### config.mk
export PLATFORM = sky130hd
export DESIGN_NAME = coherency_controller_n
export DESIGN_NICKNAME = d
export VERILOG_FILES = /design/src/rtl/cc_types_pkg.sv /design/src/rtl/cpu_types_pkg.sv /design/src/rtl/coherency_controller_n_rr_arbiter.sv /design/src/rtl/coherency_controller_n.sv
export SDC_FILE = /design/constraint.sdc
export NUM_CORES = 1
export LEC_CHECK = 0
export CORE_AREA = 2 2 222 224
export DETAILED_ROUTE_END_ITERATION = 12
export DIE_AREA = 0 0 224 226
export PLACE_DENSITY = 0.34
export SYNTH_ARGS = -nofsm -noshare
export SYNTH_HDL_FRONTEND = slang
export SYNTH_HIERARCHICAL = 1
export SYNTH_SLANG_ARGS = --single-unit
export TNS_END_PERCENT = 1
### constraint.sdc
create_clock -name CLK -period 2.4 [get_ports CLK]
set_input_delay 0.24 -clock CLK [delete_from_list [all_inputs] [get_ports CLK]]
set_output_delay 0.24 -clock CLK [all_outputs]
set_load 0.02 [all_outputs]
### src/rtl/cc_types_pkg.sv
// Coherency-controller types: FSM state encoding and the round-robin pick helper.
package cc_types_pkg;

    localparam int MAX_CPU = 8;

    typedef enum logic [2:0] {IDLE, IF, WB, SNOOP, C2C, M2C} cc_state_t;

    // First requester at or after ptr, scanning cyclically over n cores; returns ptr if none.
    function automatic logic [2:0] next_rr(input logic [2:0] ptr,
                                           input logic [MAX_CPU-1:0] req,
                                           input int n);
        logic [2:0] sel;
        logic       found;
        int         cand;
        sel   = ptr;
        found = 1'b0;
        for (int k = 0; k < MAX_CPU; k++) begin
            cand = (int'(ptr) + k) % n;
            if (k < n && !found && req[3'(cand)]) begin
                sel   = 3'(cand);
                found = 1'b1;
            end
        end
        return sel;
    endfunction

endpackage

### src/rtl/cpu_types_pkg.sv
// Shared CPU-side types: the bus word and the RAM port handshake state.
package cpu_types_pkg;

    localparam int WORD_W = 32;

    typedef logic [WORD_W-1:0] word_t;

    typedef enum logic [1:0] {FREE, BUSY, ACCESS, ERROR} ramstate_t;

endpackage

### src/rtl/coherency_controller_n_rr_arbiter.sv
// Round-robin arbiter: picks the first requester at or after ptr_i, one-hot and encoded.
module rr_arbiter
    import cc_types_pkg::*;
#(
    parameter int N  = 2,
    parameter int IW = $clog2(N)
) (
    input  logic [N-1:0]  req_i,
    input  logic [IW-1:0] ptr_i,
    output logic [N-1:0]  grant_o,
    output logic [IW-1:0] idx_o,
    output logic          valid_o
);

    logic [MAX_CPU-1:0] req_ext;
    logic [2:0]         sel;

    always_comb begin
        req_ext         = '0;
        req_ext[N-1:0]  = req_i;
        sel             = next_rr(3'(ptr_i), req_ext, N);
        idx_o           = IW'(sel);
        valid_o         = |req_i;
        grant_o         = '0;
        if (valid_o) begin
            grant_o[idx_o] = 1'b1;
        end
    end

endmodule

### src/rtl/coherency_controller_n.sv
// N-core bus/coherency controller: round-robin access to one RAM port with snoop broadcast.
// Optional CC_PERF_CNT_EN adds C2C/M2C entry counters; otherwise those outputs are tied 0.
module coherency_controller_n
    import cpu_types_pkg::*;
    import cc_types_pkg::*;
#(
    parameter int NCPU  = 2,
    parameter int WORDS = 2
) (
    input  logic                   CLK,
    input  logic                   nRST,
    input  logic [NCPU-1:0]        iREN,
    input  logic [NCPU-1:0][31:0]  iaddr,
    input  logic [NCPU-1:0]        dREN,
    input  logic [NCPU-1:0]        dWEN,
    input  logic [NCPU-1:0][31:0]  daddr,
    input  logic [NCPU-1:0][31:0]  dstore,
    input  logic [NCPU-1:0]        cctrans,
    input  logic [NCPU-1:0]        ccwrite,
    input  logic [NCPU-1:0]        ccack,
    output logic [NCPU-1:0]        iwait,
    output logic [NCPU-1:0]        dwait,
    output logic [NCPU-1:0][31:0]  iload,
    output logic [NCPU-1:0][31:0]  dload,
    output logic [NCPU-1:0]        ccwait,
    output logic [NCPU-1:0]        ccinv,
    output logic [NCPU-1:0][31:0]  ccsnoopaddr,
    output logic                   ramREN,
    output logic                   ramWEN,
    output word_t                  ramaddr,
    output word_t                  ramstore,
    input  word_t                  ramload,
    input  ramstate_t              ramstate,
    output word_t                  c2c_cnt,
    output word_t                  m2c_cnt,
    output cc_state_t              dbg_state_o
);

    localparam int IW = $clog2(NCPU);
    localparam int CW = (WORDS > 1) ? $clog2(WORDS) : 1;
    localparam logic [CW-1:0] LAST_WORD = CW'(WORDS - 1);
    localparam logic [IW-1:0] LAST_CPU  = IW'(NCPU - 1);

    cc_state_t        state_q, state_d;
    logic [IW-1:0]    g_q, g_d, r_q, r_d, ptr_q, ptr_d;
    logic [CW-1:0]    cnt_q, cnt_d;
    logic [NCPU-1:0]  req, arb_grant, g_oh, dirty;
    logic [IW-1:0]    arb_idx, r_sel;
    logic             arb_valid, access, acked, snoop_req;

    rr_arbiter #(.N(NCPU), .IW(IW)) u_arb (
        .req_i   (req),
        .ptr_i   (ptr_q),
        .grant_o (arb_grant),
        .idx_o   (arb_idx),
        .valid_o (arb_valid)
    );

    always_ff @(posedge CLK or negedge nRST) begin
        if (!nRST) begin
            state_q <= IDLE;
            g_q     <= '0;
            r_q     <= '0;
            ptr_q   <= '0;
            cnt_q   <= '0;
        end else begin
            state_q <= state_d;
            g_q     <= g_d;
            r_q     <= r_d;
            ptr_q   <= ptr_d;
            cnt_q   <= cnt_d;
        end
    end

    always_comb begin
        req       = (cctrans & dREN) | dWEN | iREN;
        access    = (ramstate == ACCESS);
        g_oh      = '0;
        g_oh[g_q] = 1'b1;
        acked     = &(ccack | g_oh);
        dirty     = ccwrite & ~g_oh;
        snoop_req = cctrans[g_q] & dREN[g_q];
        r_sel     = '0;
        for (int j = NCPU - 1; j >= 0; j--) begin
            if (dirty[j]) r_sel = IW'(j);
        end

        state_d     = state_q;
        g_d         = g_q;
        r_d         = r_q;
        ptr_d       = ptr_q;
        cnt_d       = cnt_q;
        iwait       = '1;
        dwait       = '1;
        iload       = '0;
        dload       = '0;
        ccwait      = '0;
        ccinv       = '0;
        ccsnoopaddr = '0;
        ramREN      = 1'b0;
        ramWEN      = 1'b0;
        ramaddr     = '0;
        ramstore    = '0;

        case (state_q)
            IDLE: begin
                if (arb_valid) begin
                    g_d = arb_idx;
                    if (|(arb_grant & cctrans & dREN)) state_d = SNOOP;
                    else if (|(arb_grant & dWEN))      state_d = WB;
                    else                               state_d = IF;
                end
            end
            IF: begin
                ramREN       = 1'b1;
                ramaddr      = iaddr[g_q];
                iload[g_q]   = ramload;
                iwait[g_q]   = !access;
                if (!iREN[g_q]) state_d = IDLE;
            end
            WB: begin
                ramWEN       = dWEN[g_q];
                ramaddr      = daddr[g_q];
                ramstore     = dstore[g_q];
                dwait[g_q]   = !access;
                if (!dWEN[g_q]) state_d = IDLE;
                else if (access) begin
                    if (cnt_q == LAST_WORD) state_d = IDLE;
                    else                    cnt_d   = cnt_q + 1'b1;
                end
            end
            SNOOP: begin
                for (int j = 0; j < NCPU; j++) begin
                    if (IW'(j) != g_q) begin
                        ccwait[j]      = 1'b1;
                        ccsnoopaddr[j] = daddr[g_q];
                        ccinv[j]       = ccwrite[g_q];
                    end
                end
                if (!snoop_req) state_d = IDLE;
                else if (acked) begin
                    // Lowest-index dirty responder supplies the block.
                    cnt_d = '0;
                    if (|dirty) begin
                        state_d = C2C;
                        r_d     = r_sel;
                    end else begin
                        state_d = M2C;
                    end
                end
            end
            C2C: begin
                dload[g_q]       = dstore[r_q];
                ramWEN           = 1'b1;
                ramaddr          = daddr[r_q];
                ramstore         = dstore[r_q];
                dwait[g_q]       = !access;
                dwait[r_q]       = !access;
                ccwait[r_q]      = 1'b1;
                ccsnoopaddr[r_q] = daddr[g_q];
                if (!snoop_req) state_d = IDLE;
                else if (access) begin
                    if (cnt_q == LAST_WORD) state_d = IDLE;
                    else                    cnt_d   = cnt_q + 1'b1;
                end
            end
            M2C: begin
                ramREN     = 1'b1;
                ramaddr    = daddr[g_q];
                dload[g_q] = ramload;
                dwait[g_q] = !access;
                ccwait     = ~g_oh;
                if (!snoop_req) state_d = IDLE;
                else if (access) begin
                    if (cnt_q == LAST_WORD) state_d = IDLE;
                    else                    cnt_d   = cnt_q + 1'b1;
                end
            end
            default: state_d = IDLE;
        endcase

        // Every exit (normal or aborted) restarts the word count and advances fairness.
        if (state_d == IDLE) cnt_d = '0;
        if (state_q != IDLE && state_d == IDLE) begin
            ptr_d = (g_q == LAST_CPU) ? '0 : g_q + 1'b1;
        end
    end

    assign dbg_state_o = state_q;

`ifdef CC_PERF_CNT_EN
    word_t c2c_q, m2c_q;

    always_ff @(posedge CLK or negedge nRST) begin
        if (!nRST) begin
            c2c_q <= '0;
            m2c_q <= '0;
        end else begin
            if (state_q == SNOOP && state_d == C2C) c2c_q <= c2c_q + 32'd1;
            if (state_q == SNOOP && state_d == M2C) m2c_q <= m2c_q + 32'd1;
        end
    end

    assign c2c_cnt = c2c_q;
    assign m2c_cnt = m2c_q;
`else
    assign c2c_cnt = '0;
    assign m2c_cnt = '0;
`endif

endmodule

### Yosys cells after proc, flatten, opt, wreduce, memory -nomap -nowiden

Cells that the tools add are included.

| storage, ports and cells | value |
|---|---|
| bits in registers | 7 |
| bits of input ports | 240 |
| output and inout bits | 333 |
| word-level logic and storage cells | 142 |

| operators by class | value |
|---|---|
| add/sub/neg operators | 3 |
| order comparisons | 8 |
| equal/unequal tests | 10 |
| muxes and demuxes | 79 |
| bitwise gates (word level) | 15 |
| reductions and logical operators | 22 |

Operators with widths:

| kind | count |
|---|---|
| $mux W32 | 14 |
| $pmux W64 S2 | 2 |
| $and A64 B64 Y64 | 3 |
| $pmux W32 S3 | 1 |
| $demux W32 S1 | 2 |
| $mux W64 | 1 |
| $pmux W32 S2 | 1 |
| $mux W1 | 35 |
| $mux W3 | 8 |
| $pmux W3 S5 | 1 |
| $reduce_or A2 Y1 | 7 |
| $and A2 B2 Y2 | 5 |
| $mux W2 | 5 |
| $reduce_and A5 Y1 | 2 |
| $ne A3 B3 Y1 const B | 3 |
| $or A2 B2 Y2 | 4 |
| $eq A3 B2 Y1 const B | 2 |
| $eq A3 B3 Y1 const B | 2 |
| $logic_not A3 Y1 | 2 |
| $lt A1 B2 Y1 const B | 3 |
| $pmux W2 S3 | 1 |
| $logic_and A1 B1 Y1 | 5 |
| $lt A2 B5 Y1 const B | 1 |
| $lt A1 B4 Y1 const B | 1 |
| 18 further kinds | 26 |

### Longest topological paths before layout

Gate-level depths: netlist (run 1).

| logic depth | value |
|---|---|
| depth after elaboration | 23 |
| mapped depth | 8 |
| depth with buffers taken out | 7 |

### Hierarchy

Netlist (run 1), hierarchy kept.

Modules (own cells, without submodules):

| module | instances | cells an instance | area an instance (um^2) |
|---|---|---|---|
| coherency_controller_n | 1 | 641 | 4244.1 |
| rr_arbiter | 1 | 6 | 36.3 |

### Least setup slack after synthesis (run 1)

OpenSTA, ideal clock, no wires.

| path | value |
|---|---|
| kind | flip-flop to output port |
| start | reg state_q[0], in the netlist dbg_state_o[0] |
| end | out ramaddr[0] |
| arrival time | 1775 ps |
| data required time | 2160 ps |
| setup slack | 385 ps |
| cell stages (with the launch flop) | 7 |
| cell sequence | dfrtp_1 > buf_2 > or3b_1 > o21ai_2 > clkbuf_1 > nand2_1 > nand2_1 |

| between the ends | value |
|---|---|
| word-level cells in the longest chain between the ends | 3 |
| elaborated cells on any way between the ends | 6 |

Ends and longest elaborated chain:

| item | RTL line | text |
|---|---|---|
| start, declared | coherency_controller_n.sv:44 | `cc_state_t state_q, state_d;` |
| start signal, assigned | coherency_controller_n.sv:67 | `state_q <= state_d;` |
| $eq A3 B3 Y1 / $eq A3 B2 Y1 (equally long branches) | coherency_controller_n.sv:105 | `case (state_q)` |
| $reduce_or A2 Y1 (no line) | -- |  |
| $pmux W32 S3 * | coherency_controller_n.sv:105 |  |
| end, declared | coherency_controller_n.sv:30 | `output word_t ramaddr,` |

Mark *: on every way between the ends. The rest lies on a longest branch, timed or not.

==> flow_metrics.py, run 1 <==
metrics = {
    "clock_network": {
        "cts_inserted_buffers": 3,
        "cts_root_buf": "clkbuf_16",
        "clk_pin_slew_ps": 40,
        "htreeDepth": 1,
        "clockBufferDepth": 2,
        "cts_tree": "done",
        "cts.sinks": 7,
        "clk_latency_ps": 240,
    },
    "place": {
        "place_area_sq_um": 10400,
        "hpwlAfterDp_mm": 30.5,
        "dp_cells": 1782,
        "port_buffers": 508,
        "place.gp.congestion": 0.790,
    },
    "grt": {
        "grt_pass1_wl_mm": 50.1,
        "grt_pass1_vias": 7239,
        "antenna_found_initial": 0,
        "grt-ovfl-total": 0,
        "grt_use_total": 0.133,
        "grt_max_degree": 33,
    },
    "power_and_ir_drop": {
        "p_leak_uw": 0.00476,
        "finalPower_uw": 7920,
        "powerDensity_nw_per_um2": 788,
        "vdd_drop_max_mv": 0.348,
    },
    "yosys": {
        "synth_area_sq_um": 4280,
        "synth_top_flop_cell": "dfrtp_1",
        "syn_area_per_cell_sq_um": 6.62,
        "yosysWarningCount": 6,
        "ys_seq_area_frac": 0.0409,
        "yosys.area.top_type_share": 0.198,
        "ys_seq_elements": 7,
        "synth-edff-count": 0,
        "async_flop_share": 1.00,
        "ys_types": 50,
        "yosysTopAreaCell": "a22o_1",
        "synth_area_leaders": "a22o_1, buf_4, nand2_1",
        "syn_inst": 647,
    },
    "status": {
        "violations": "setup timing",
        "status": "finished with violations",
    },
    "floorplan": {
        "coreArea_sq_um": 48300,
        "die-width_um": 224,
        "die_area_sq_um": 50600,
        "chipHeight_um": 226,
        "num_io_pins": 573,
        "row_count": 81,
        "initial_core_util": 0.0885,
    },
    "critical_path": {
        "r2r_end": "ptr_q$_DFFE_PN0P_",
        "cpMaxStageDelayCell": "clkdlybuf4s50_1",
        "r2r_start": "dbg_state_o[0]$_DFF_PN0_",
        "worstPathBufferInverterCount": 3,
        "critPathMaxStageDelay_ps": 610,
        "path_class": "reg2out",
        "reg2reg_depth": 7,
        "path_cells": "buf_4, nor2b_4, buf_4, o211ai_1, nor2_1, clkdlybuf4s50_1",
        "crit_path_frequent_cell": "buf_4",
        "regToRegSetupSlack_ps": 250,
        "setup.worst_path.end_class": "output port",
        "cp.arrival_ps": 2350,
        "crit_family": "buffers and inverters",
        "required_ps": 2160,
        "start_kind": "register",
        "critPathMaxFanout": 24,
    },
    "flow_run": {
        "drv_cap": 0,
    },
    "worst_hold_path": {
        "hold_path_class": "in2async",
    },
    "sta": {
        "finalCritPeriodShare": 1.08,
        "finalWorstSetupSlack_ps": -194,
        "fin_skew_ps": 6.21,
        "fmax_mhz": 385,
        "drv_slew": 0,
        "setup_viol": 11,
        "fin_crit_ps": 2590,
        "finalHoldViolations": 0,
        "rsz0062_at_grt": "yes",
    },
    "route": {
        "drc_errors": 0,
        "drt-total-wl_mm": 36.6,
        "dr.pass1.iters": 6,
        "ant_nets": 0,
        "vias_per_cell": 3.89,
        "routedWlPerCell_um": 20.5,
        "drt_iter0_markers": 360,
        "vias": 6948,
    },
    "final_layout": {
        "fill_cells": 5540,
        "area_growth_pct": 135,
        "multiInputGateArea_sq_um": 3650,
        "final_nets": 1407,
        "antennaDiodeCount": 0,
        "final_cells": 1788,
        "drive_gt1_frac": 0.155,
        "post-route-cell-area_sq_um": 10100,
        "register_area_sq_um": 179,
    },
}
==> cell usage in the layout, fill, tap and decap left out, types with 2 or more instances in the layout <==
| cell type | n |
|---|---|
| nor2_2 | 2 |
| nand3_1 | 4 |
| a22oi_1 | 2 |
| clkbuf_2 | 58 |
| conb_1 | 64 |
| nor2_1 | 71 |
| inv_1 | 4 |
| clkdlybuf4s15_1 | 21 |
| nand2_1 | 109 |
| nand3b_1 | 4 |
| o22ai_1 | 2 |
| a41oi_1 | 2 |
| clkbuf_16 | 3 |
| dlygate4sd2_1 | 153 |
| o211ai_1 | 32 |
| clkdlybuf4s50_1 | 251 |
| buf_4 | 62 |
| buf_12 | 17 |
| mux2i_1 | 36 |
| nor2_4 | 2 |
| clkdlybuf4s15_2 | 6 |
| buf_6 | 4 |
| o21ai_0 | 6 |
| and2_1 | 65 |
| a21oi_1 | 6 |
| dlymetal6s2s_1 | 5 |
| and3_1 | 2 |
| buf_2 | 4 |
| a22o_1 | 97 |
| dfrtp_2 | 3 |
| a222oi_1 | 32 |
| a211o_1 | 2 |
| dfrtp_1 | 4 |
| nor4_4 | 3 |
==> registers in the layout (all words and copies together), names as in the netlist <==
signal,count
g_q,1
dbg_state_o,3
cnt_q,1
r_q,1
ptr_q,1
==> kinds of logic after synthesis <==
logic type | share of synthesized area
DFF | 0.0409
buffers and inverters | 0.186
and+or+nand+nor | 0.296
other | 0.000876
AOI/OAI and AO/OA | 0.386
muxes | 0.0894
==> final cells by class <==
class	count	share of cell area
Sequential cell	7	0.0178
Inverter	6	0.00249
Clock buffer	4	0.00783
Multi-Input combinational cell	568	0.362
Timing Repair Buffer	581	0.532
Tap cell	622	0.0774
==> worst max path at each step <==
| stage | depth (start not counted) | slack [ps] | startpoint | to |
|---|---|---|---|---|
| floorplan | 6 | 380 | dbg_state_o[0]$_DFF_PN0_ | ramaddr[0] |
| global placement | 7 | -340 | g_q$_DFFE_PN0P_ | ramaddr[17] |
| detailed placement | 7 | -320 | g_q$_DFFE_PN0P_ | ramaddr[17] |
| CTS | 6 | -210 | dbg_state_o[1]$_DFF_PN0_ | dload[17] |
| global route | 6 | -300 | dbg_state_o[1]$_DFF_PN0_ | dload[49] |
| finish | 6 | -190 | dbg_state_o[1]$_DFF_PN0_ | dload[17] |
==> power by group <==
part           leakage, uW  switching [uW]  internal (uW)
Clock            0.0000382            70.4            222
Combinational      0.00463            4350           3040
Sequential       0.0000843            64.9            171
Total              0.00476            4490           3440
==> cells in the mapped netlist, types with 2 or more instances <==
cell and instances:
a211o_1 2, a21oi_1 7, a222oi_1 32, a22o_1 97
a22oi_1 2, a41oi_1 2, and2_1 65, and3_1 2
buf_1 4, buf_2 29, buf_4 64, buf_6 2
clkbuf_1 30, dfrtp_1 7, inv_1 5, mux2i_1 36
nand2_1 109, nand3_1 4, nand3b_1 4, nor2_1 75
nor2b_1 2, nor4_1 2, o211ai_1 32, o21ai_0 6
o22ai_1 2
==> what timing repair did <==
| item | CTS | global route |
|---|---|---|
| pin swaps | 4 | 7 |
| endpoints found under the setup margin | 258 | 185 |
| resized for setup | 286 | 136 |
| endpoints found under the hold margin | 0 | 0 |
| hold buffers | 0 | 0 |
| setup buffers | 2 | 0 |
==> per-stage QoR <==
step	TNS (ps)	hold WS (ps)	setup slack, ps	util
after floorplan	0	-55.6	385	-
after global placement	-20040	552	-345	0.215
after detailed placement	-17460	558	-323	0.215
after CTS	-1640	310	-212	0.213
after global routing	-6910	324	-303	0.208
final	-819	308	-194	0.208
==> per-layer routing <==
metal,up-vias,GRT usage,part of all wire
met5,-,0,0
met2,392,0.258,0.52
li1,3302,-,-
met1,3222,0.146,0.38
met4,0,0.0338,0.024
met3,32,0.0275,0.078
(Power assumes the default switching activity.)
==> inputs of run 2 (changes only) <==
- CTS_CLUSTER_SIZE: unset -> 30
==> results of run 2 <==
Final layout, timing and power as in run 1 (identical DEF).
